**config.mk**
```make
export PLATFORM = sky130hd
export DESIGN_NAME = dmem_port_arbiter
export DESIGN_NICKNAME = d
export VERILOG_FILES = /design/src/rtl/dmem_port_arbiter.sv
export SDC_FILE = /design/constraint.sdc
export NUM_CORES = 1
export LEC_CHECK = 0
export BUFFER_PORTS_ARGS = -buffer_cell sky130_fd_sc_hd__buf_2
export CORE_AREA = 2 2 106 108
export CTS_BUF_LIST = sky130_fd_sc_hd__clkbuf_4
export CTS_CLUSTER_DIAMETER = 80
export DETAILED_ROUTE_END_ITERATION = 8
export DIE_AREA = 0 0 108 110
export PLACE_DENSITY = 0.57
export REMOVE_ABC_BUFFERS = 1
export SLEW_MARGIN = 20
export SYNTH_ARGS = -nofsm -noshare
export SYNTH_HDL_FRONTEND = slang
export SYNTH_SLANG_ARGS = --single-unit
```
**constraint.sdc**
```tcl
create_clock -name clk -period 8.22 [get_ports clk]
set_input_delay 1.644 -clock clk [delete_from_list [all_inputs] [get_ports clk]]
set_output_delay 1.644 -clock clk [all_outputs]
set_load 0.02 [all_outputs]
```
**src/rtl/dmem_port_arbiter.sv**
```systemverilog
// Two-way round-robin arbiter with bounded lock in front of the single data-memory port.
// Latency: grant and memory access are combinational (same cycle); read data returns one cycle after grant.
// Backpressure: a requester holds its access with i_req high until o_gnt[k]; an ungranted request simply waits.
//
// Ports:
//   clk, rst                       clock, asynchronous active-high reset
//   i_req/i_lock/i_wren [1:0]      per-requester access, ownership hold, write flag
//   i_addr/i_data/i_mask           per-requester fields, packed [k*W +: W]
//   o_gnt [1:0]                    one-hot or zero; granted access executes this cycle
//   o_rvalid [1:0], o_rdata        registered read response, o_rvalid bit selects the owner
//   o_mem_addr/data/mask/wren      memory port, zero when nothing is granted
//   i_mem_data                     memory read data, valid the same cycle as o_mem_addr
module dmem_port_arbiter #(
   parameter int ADDR_W    = 30,
   parameter int DATA_W    = 32,
   parameter int MAX_BURST = 4
) (
   input  logic                    clk,
   input  logic                    rst,
   input  logic [1:0]              i_req,
   input  logic [1:0]              i_lock,
   input  logic [2*ADDR_W-1:0]     i_addr,
   input  logic [2*DATA_W-1:0]     i_data,
   input  logic [2*DATA_W/8-1:0]   i_mask,
   input  logic [1:0]              i_wren,
   output logic [1:0]              o_gnt,
   output logic [1:0]              o_rvalid,
   output logic [DATA_W-1:0]       o_rdata,
   output logic [ADDR_W-1:0]       o_mem_addr,
   output logic [DATA_W-1:0]       o_mem_data,
   output logic [DATA_W/8-1:0]     o_mem_mask,
   output logic                    o_mem_wren,
   input  logic [DATA_W-1:0]       i_mem_data
);

   localparam int MASK_W = DATA_W / 8;
   localparam int CNT_W  = $clog2(MAX_BURST + 1);

   typedef enum logic [1:0] {IDLE, OWN0, OWN1} owner_t;

   owner_t            owner_q, owner_d;
   logic              last_q, last_d;
   logic [CNT_W-1:0]  burst_q, burst_d;
   logic [1:0]        gnt;
   logic              hold0, hold1, burst_ok;

   assign burst_ok = (burst_q < CNT_W'(MAX_BURST));

   always_comb begin
      gnt     = 2'b00;
      owner_d = IDLE;
      last_d  = last_q;
      burst_d = '0;

      // A lock only counts for the current owner, and only while it is still requesting.
      hold0 = (owner_q == OWN0) && i_req[0] && i_lock[0] && burst_ok;
      hold1 = (owner_q == OWN1) && i_req[1] && i_lock[1] && burst_ok;

      if (hold0)
         gnt = 2'b01;
      else if (hold1)
         gnt = 2'b10;
      else if (i_req[!last_q])
         gnt[!last_q] = 1'b1;
      else if (i_req[last_q])
         gnt[last_q] = 1'b1;

      // Nothing may reach memory while reset is held.
      if (rst)
         gnt = 2'b00;

      // A hold extends the burst; any round-robin grant (including a re-grant
      // after forced rotation found the other side idle) starts a fresh one.
      if (gnt[0]) begin
         last_d  = 1'b0;
         owner_d = i_lock[0] ? OWN0 : IDLE;
         burst_d = hold0 ? burst_q + CNT_W'(1) : CNT_W'(1);
      end else if (gnt[1]) begin
         last_d  = 1'b1;
         owner_d = i_lock[1] ? OWN1 : IDLE;
         burst_d = hold1 ? burst_q + CNT_W'(1) : CNT_W'(1);
      end
   end

   assign o_gnt = gnt;

   always_comb begin
      o_mem_addr = '0;
      o_mem_data = '0;
      o_mem_mask = '0;
      if (gnt[0]) begin
         o_mem_addr = i_addr[0 +: ADDR_W];
         o_mem_data = i_data[0 +: DATA_W];
         o_mem_mask = i_mask[0 +: MASK_W];
      end else if (gnt[1]) begin
         o_mem_addr = i_addr[ADDR_W +: ADDR_W];
         o_mem_data = i_data[DATA_W +: DATA_W];
         o_mem_mask = i_mask[MASK_W +: MASK_W];
      end
   end

   assign o_mem_wren = |(gnt & i_wren);

   always_ff @(posedge clk or posedge rst) begin
      if (rst) begin
         owner_q  <= IDLE;
         last_q   <= 1'b1;          // requester 0 wins the first tie
         burst_q  <= '0;
         o_rvalid <= 2'b00;
         o_rdata  <= '0;
      end else begin
         owner_q  <= owner_d;
         last_q   <= last_d;
         burst_q  <= burst_d;
         o_rvalid <= gnt & ~i_wren;
         if (|(gnt & ~i_wren))
            o_rdata <= i_mem_data;
      end
   end

endmodule

```
# After elaboration in Yosys (flattened, before gate mapping)
# Index checks and enable logic that the tools add are counted.
# Widths: inputs -> output; s select.
# classes
addsub	1
multipliers	0
div	0
n_lt_le_gt_ge	5
eq_ne	2
shift	0
muxes	29
bitwise	3
n_reduce_logical	12
# ops
op	n
$mux 32	2
$mux 30	2
$mux 2	8
$mux 3	4
$mux 1	9
$logic_and 1x1->1	8
$mux 4	2
$and 2x2->2	2
$lt 1x2->1 const B	2
$reduce_or 2->1	2
$add 3x1->3 const B	1
$lt 3x3->1 const B	1
$demux 1 s1	2
$eq 2x1->1 const B	1
$eq 2x2->1 const B	1
$ge 1x1->1 const B	2
$not 2->2	1
$reduce_bool 2->1	1
$logic_not 1->1	1
# word_totals
ff_bits	40
latchBits	0
mem_bits_rw	0
rom_bits	0
input_bits	172
output_inout_bits	103
wordCells	57
mem_count	0

# Logic depth before layout (Yosys ltp)
# Gate-level depths: netlist (run 1).
# depth
ltp_word	11
depth_mapped	7
depth_no_buf	5

# Least setup slack after synthesis (run 1)
# Ideal clock, no wire load.
# synth_timing
kind	in2out
start	input port rst
end	output port o_mem_addr[3]
t_arrival_ns	3.763
required_ns	6.576
setup_slack_ns	2.813
path_stages	5
path_buffers	2
cell_sequence	inv_1 -> o221a_2 -> buf_2 -> buf_1 -> a22o_1
# synth_via
elab_chain_cells	3
# synth_lines
element	line	text
start: declaration	19	input logic rst,
$mux 2	69	if (rst)
named net o_gnt[1]	26	output logic [1:0] o_gnt,
$mux 30	95	end else if (gnt[1]) begin
$mux 30	91	if (gnt[0]) begin
end: declaration	29	output logic [ADDR_W-1:0] o_mem_addr,
# The timed path passes the listed nets, and every way through them passes these cells.

# Final worst setup path (run 1)
# layout_timing
start	input port rst
end	output port o_mem_addr[7]
# layout_via
elab_chain_cells	3
# layout_lines
element	line
$mux 2 (*)	69
$mux 30	95
$mux 30 (*)	91
# Every way passes the cells marked *; elsewhere a longest branch is shown, timed or not.

==> results by group, run 1 <==
Pwr
  • Design Power: a little over 0.7 mW
  • Pwr per Cell Area: 189 nW/µm²
  • Psw: 0.271 mW
  • VDD IR max: ~0.00012 V
  • Clock network power share: around 18%
  • Sequential share of power: between 30% and 40%
  • Cell-internal power: 0.444 mW
  • Logic pwr share: between 40% and 50%
  • Leak: 2.17 nW
  • Sw Ratio: a little under two fifths

Yosys
  • Cell variety after synth: 23
  • YS warnings: 0
  • Synth Area in XOR/XNOR: 0.393%
  • Synth Flop Type: dfrtp_1
  • Cell taking the most area after synthesis: dfrtp_1
  • Syn Area/Cell: between 10 and 15 µm²
  • Top post-synthesis cells by area: dfrtp_1 44%, a22o_1 26%, mux2_2 15%, buf_1 2.0%, buf_6 1.5%
  • Seq/Total Area, Yosys: between 40 and 50%
  • Syn Inst Count: around 190
  • Post-synthesis mux area share: about 16%
  • Synth top cells by count: 67 x a22o_1, 39 x dfrtp_1, 30 x mux2_2, 12 x buf_1, 5 x inv_1
  • Largest family of logic cells by synthesized area: compound AO/OA/AOI/OAI gates
  • Synth Area in Compound Gates: between 20% and 30%
  • Async SR Flop Fraction: 100%
  • Number of flops mapped to enable cells by yosys: 0
  • Most instantiated library cell after synthesis: a22o_1
  • Post-Synth Adder-Cell Area: less than 1%
  • Post-Synth Simple-Gate Area: about 3.1%
  • Yosys top cell area share: 43.8%
  • Post-synthesis register bit count: 40
  • Post-Syn Area: between 2000 and 2500 µm²

Clock network
  • Latest clock arrival within the worst-skew pair: around 0.34 ns
  • Hold_buf cts: 0
  • CTS buffer count: 5
  • CTS resizes: 0
  • TritonCTS sink count: 40
  • H-tree Lvls: 2
  • CTS Buffer Depth: 2
  • Setup Buffers After CTS: 0
  • CTS tree: built
  • Root Buffer: clkbuf_4
  • Clock-pin slew on the worst setup and hold paths: about 0.12 ns

Critical path
  • CP Capture Type: primary output
  • Worst Path Required: about 6.6 ns
  • WP data arrival: about 3.6 ns
  • CP Launch Type: input pin
  • Crit path max fanout: 72
  • CP Class: in2out

Detailed routing
  • First DRT Iteration DRCs: 66
  • Total wire length: a little over 9 mm
  • Detail Route Antenna Nets: 0
  • DRC viols: 0
  • Via density: between 4 and 5
  • Via Count: 2599
  • DRT Pass-1 Iters: 4
  • Wirelength per Cell: 15.6 µm

Global routing
  • Gr busiest metal: met2
  • First-pass GRT wire length: approximately 13 mm
  • Initial antenna violation count: 2
  • Met3 usage: just over 5%
  • Number of global-route vias before repair: 2516
  • Largest net degree at the start of global routing: 73
  • GR met1 Demand/Resource: 15.9%
  • All-Layer GR Usage: 14.0%
  • Grt ovf: 0
  • Met2 usage: between 20% and 30%

STA
  • Hold slack: a little under 0.5 ns
  • Final setup fails: 0
  • Slew HR: 34.9%
  • Tmin final: about 5.2 ns
  • Clock skew: 0.00627 ns
  • Final period util: approximately 63%
  • RSZ-0062 raised after global routing: no
  • Final Worst Setup Slack: about 3 ns
  • FMAX: between 150 and 200 MHz
  • Slew @ Worst Pin: around 0.98 ns
  • Setup TNS: 0 ns
  • Pins Over Slew Limit: 0
  • Fin. Hold Viols: 0

Placement
  • Placer Congestion: between 0.8 and 0.9
  • Post-place setup slack: between 2 and 3 ns
  • Port bufs: 274
  • Final HPWL DP: a little under 8 mm
  • DP Cell Count: just under 600

Floorplan
  • Starting Density: a little over a fifth
  • Die area: 11900 µm²
  • IO Count: approximately 280
  • Height of the die: 110 µm
  • Chip Width: 108 µm
  • Core area: between 10000 and 15000 µm²
  • Core Rows: 38

Hold path
  • Hold Path Class: reg2reg

Finish
  • Ant. Diodes: 0
  • Share of layout cells above drive strength 1: a little under three quarters
  • FILL cells: 1137
  • Final std cells w/o fill: approximately 600
  • Area added between synthesis and finish: 69.9%
  • Nets: between 600 and 700

Run
  • Max-cap viol count: 0

Status
  • Status: finished clean
-- flip-flops by register name (all words and copies together) (netlist names) --
signal and flops:
burst_q 3, last_q 1, o_rdata 32, o_rvalid 2, owner_q 2
-- worst paths after layout --
check,slack [ns],depth (start not counted),from,endpoint
setup / recovery,3.01,7,rst,o_mem_addr[7]
hold / removal,0.49,2,last_q,last_q
setup reg to reg,5.36,6,burst_q[2],o_rdata[6]
hold reg to reg,0.49,2,last_q,last_q
max in group asynchronous,6.43,3,rst,last_q
min in group asynchronous,1.43,3,rst,burst_q[1]
-- power groups by stage --
| stage | logic (mW) | clock network, mW | registers, mW |
|---|---|---|---|
| floorplan | 0.133 | 0 | 0.322 |
| global placement | 0.322 | 0 | 0.267 |
| detailed placement | 0.325 | 0 | 0.268 |
| CTS | 0.325 | 0.137 | 0.264 |
| global route | 0.344 | 0.145 | 0.269 |
| finish | 0.321 | 0.131 | 0.264 |
-- cell families after synthesis --
group	Yosys count
compound gates	75
flops	40
mux	32
simple gates	12
buf+inv	24
xor+xnor	1
fa+ha+maj	1
-- metal layers --
metal,part of all wire (%),wire [µm]
met3,10,926
met5,0.14,13
met1,38,3510
met4,0.83,76
met2,51,4670
-- through the flow --
| stage | utilization, % | area [µm²] |
|---|---|---|
| detailed placement | 34.6 | 3700 |
| floorplan | - | 2130 |
| finish | 35.4 | 3790 |
| global placement | 34.6 | 3700 |
| global route | 35.4 | 3790 |
| CTS | 35.4 | 3790 |
-- placed cells by master (no fill, tap or decap) --
cell type,count
nand4b_1,2
o221a_2,2
nor3_1,1
and2_1,4
buf_2,274
buf_4,3
a22o_1,67
o21a_2,1
clkbuf_4,5
o21bai_1,1
nor3b_1,1
a21oi_1,1
inv_6,1
ha_1,1
a22oi_4,1
nor2_1,4
mux2_2,30
inv_1,5
clkinvlp_4,1
xnor2_1,1
dfstp_2,1
dfrtp_1,39
bufinv_16,1
mux2_1,2
o21ai_0,2
-- final cells by class --
class	instances	area, µm²	area share [%]
multi-input combinational	121	1110	29.4
inverter	5	18.8	0.496
timing repair buffer	277	1390	36.8
tap	140	175	4.63
clock buffer	5	37.5	0.991
clock inverter	3	46.3	1.22
sequential	40	1000	26.5
-- critical path: stages --
cell     delay, ns
buf_2         0.12
inv_1         0.05
buf_4         0.42
o221a_2       0.28
buf_4         0.56
a22o_1        0.26
buf_2         0.18
(Power assumes the default switching activity.)
==> run 2, diff against run 1 <==
--- a/config.mk
+++ b/config.mk
@@ -11,7 +11,7 @@
 export CTS_CLUSTER_DIAMETER = 80
 export DETAILED_ROUTE_END_ITERATION = 8
 export DIE_AREA = 0 0 108 110
-export PLACE_DENSITY = 0.57
+export PLACE_DENSITY = 0.59
 export REMOVE_ABC_BUFFERS = 1
 export SLEW_MARGIN = 20
 export SYNTH_ARGS = -nofsm -noshare
==> constraint.sdc (replaced) <==
create_clock -name clk -period 4.4 [get_ports clk]
set_input_delay 0.88 -clock clk [delete_from_list [all_inputs] [get_ports clk]]
set_output_delay 0.88 -clock clk [all_outputs]
set_load 0.02 [all_outputs]
==> results by group, run 2 (same netlist as run 1, synthesis figures left out) <==
Critical path
  • Max stage delay on crit path: roughly 0.33 ns
  • CP delay by family, top: buffers and inverters
  • Worst Path Required: between 3 and 4 ns
  • Crit path max fanout: 33
  • Critical Path Most Common Cell: buf_2
  • Worst reg2reg startpoint: burst_q[2]
  • CP Class: in2out
  • Crit path from: i_req[1]
  • Slowest cell on the critical path: buf_4
  • Buf+Inv Stages, Crit Path: 3
  • Crit-path cells: buf_2 -> nand4b_1 -> nor2_1 -> o221a_2 -> buf_4 -> a22o_1 -> buf_2
  • WP data arrival: 2.33 ns
  • CP Launch Type: input pin
  • CP Capture Type: primary output

Clock network
  • CTS tree: built
  • CTS resizes: 0
  • Root Buffer: clkbuf_4
  • Hold_buf cts: 0
  • TritonCTS sink count: 40
  • CTS buffer count: 5
  • Setup Buffers After CTS: 0
  • H-tree Lvls: 2
  • Latest clock arrival within the worst-skew pair: around 0.34 ns
  • Clock-pin slew on the worst setup and hold paths: 0.12 ns
  • CTS Buffer Depth: 2

Placement
  • Placer Congestion: 0.847
  • DP Cell Count: 585
  • Final HPWL DP: 7.97 mm
  • Port bufs: about 270

STA
  • FMAX: 311 MHz
  • Clock skew: ~0.011 ns
  • Fin. Hold Viols: 0
  • Slew HR: a little under two fifths
  • Hold slack: approximately 0.5 ns
  • RSZ-0062 raised after global routing: no
  • Final setup fails: 0
  • Slew @ Worst Pin: roughly 0.95 ns
  • Tmin final: approximately 3.2 ns
  • Pins Over Slew Limit: 0
  • Final period util: 73.0%
  • Setup TNS: 0 ns

Hold path
  • Hold Path Origin: last_q
  • Hold Path Class: reg2reg

Floorplan
  • IO Count: about 280
  • Core Rows: 38
  • Chip Width: between 100 and 150 µm
  • Core area: 10700 µm²
  • Die area: roughly 12000 µm²
  • Starting Density: a little over a fifth
  • Height of the die: 110 µm

Finish
  • Final Util: between 30% and 40%
  • Biggest regs: o_rdata x32, burst_q x3
  • Most flops, register: o_rdata
  • Commonest cells after routing, fill and taps aside: 274 x buf_2, 67 x a22o_1, 39 x dfrtp_1
  • Nets: 625
  • Ant. Diodes: 0
  • Max FFs per register: 32
  • Final std cells w/o fill: roughly 600
  • Commonest non-fill, non-tap cell in the layout: buf_2
  • Share of layout cells above drive strength 1: slightly above 70%
  • Area added between synthesis and finish: 70.5%

Pwr
  • Cell-internal power: 0.832 mW
  • Logic pwr share: 45.1%
  • VDD IR max: about 0.00017 V
  • Design Power: 1.34 mW
  • Pwr per Cell Area: roughly 350 nW/µm²
  • Leak: approximately 2.2 nW
  • Sequential share of power: a little under two fifths
  • Sw Ratio: a little under two fifths
  • Clock network power share: a little under a fifth
  • Psw: between 0.5 and 0.6 mW

Detailed routing
  • Via density: roughly 4.5
  • DRC viols: 0
  • Total wire length: between 9 and 10 mm
  • Via Count: between 2000 and 3000
  • DRT Pass-1 Iters: 4
  • Wirelength per Cell: around 16 µm
  • First DRT Iteration DRCs: just over 60
  • Detail Route Antenna Nets: 0

Global routing
  • Initial antenna violation count: 0
  • Number of global-route vias before repair: ~2500
  • First-pass GRT wire length: ~13 mm
  • Grt ovf: 0
  • Largest net degree at the start of global routing: between 40 and 50
  • All-Layer GR Usage: 14.4%

Run
  • Max-cap viol count: 0

Status
  • Status: finished clean
==> run 2: cell count changes in the layout (fill, tap and decap cells not counted) <==
cell,before,now
buf_4,3,5
==> run 2: worst paths after layout <==
check	cells past startpoint	slack (ns)	to
min in group asynchronous	3	0.73	owner_q[1]
worst max register to register	6	1.68	o_rdata[0]
worst min register to register	2	0.50	last_q
worst max-delay path	7	1.19	o_mem_addr[14]
worst min-delay path	2	0.50	last_q
max in group asynchronous	3	3.30	o_rdata[2]
==> run 2: worst register-to-register path: stages, from the launching register on <==
cell,delay [ns]
dfrtp_1,0.45
nand4b_1,0.22
o221a_2,0.27
o21a_2,0.20
buf_4,0.25
a22oi_4,0.78
mux2_2,0.44
==> run 2: power by group through the flow <==
stage	clock network [mW]	logic (mW)	registers [mW]
after floorplan	0	0.248	0.602
after global placement	0	0.604	0.498
after detailed placement	0	0.611	0.500
after CTS	0.260	0.612	0.492
after global routing	0.278	0.646	0.501
final	0.244	0.604	0.491
==> run 2: stage by stage <==
step	area, µm²	worst slack, ns
2_1_floorplan	2130	-0.146
3_3_place_gp	3720	1.22
3_5_place_dp	3720	1.20
4_1_cts	3800	1.19
5_1_grt	3800	1.11
6_report	3800	1.19
==> run 2: cell type report <==
class	count	area, µm²
Tap cell	140	175
Multi-Input combinational cell	121	1110
Fill cell	1115	6900
Timing Repair Buffer	279	1410
Clock buffer	5	37.5
Clock inverter	3	46.3
Sequential cell	40	1000
Inverter	5	18.8
==> run 2: routing by layer <==
| metal | global-route usage, % | vias to the layer above | wire (µm) |
|---|---|---|---|
| met3 | 4.35 | 8 | 896 |
| met1 | 17.4 | 1244 | 3810 |
| met4 | 4.30 | 0 | 110 |
| met2 | 24.7 | 145 | 4520 |
| li1 | - | 1256 | - |
| met5 | 0 | - | 0 |
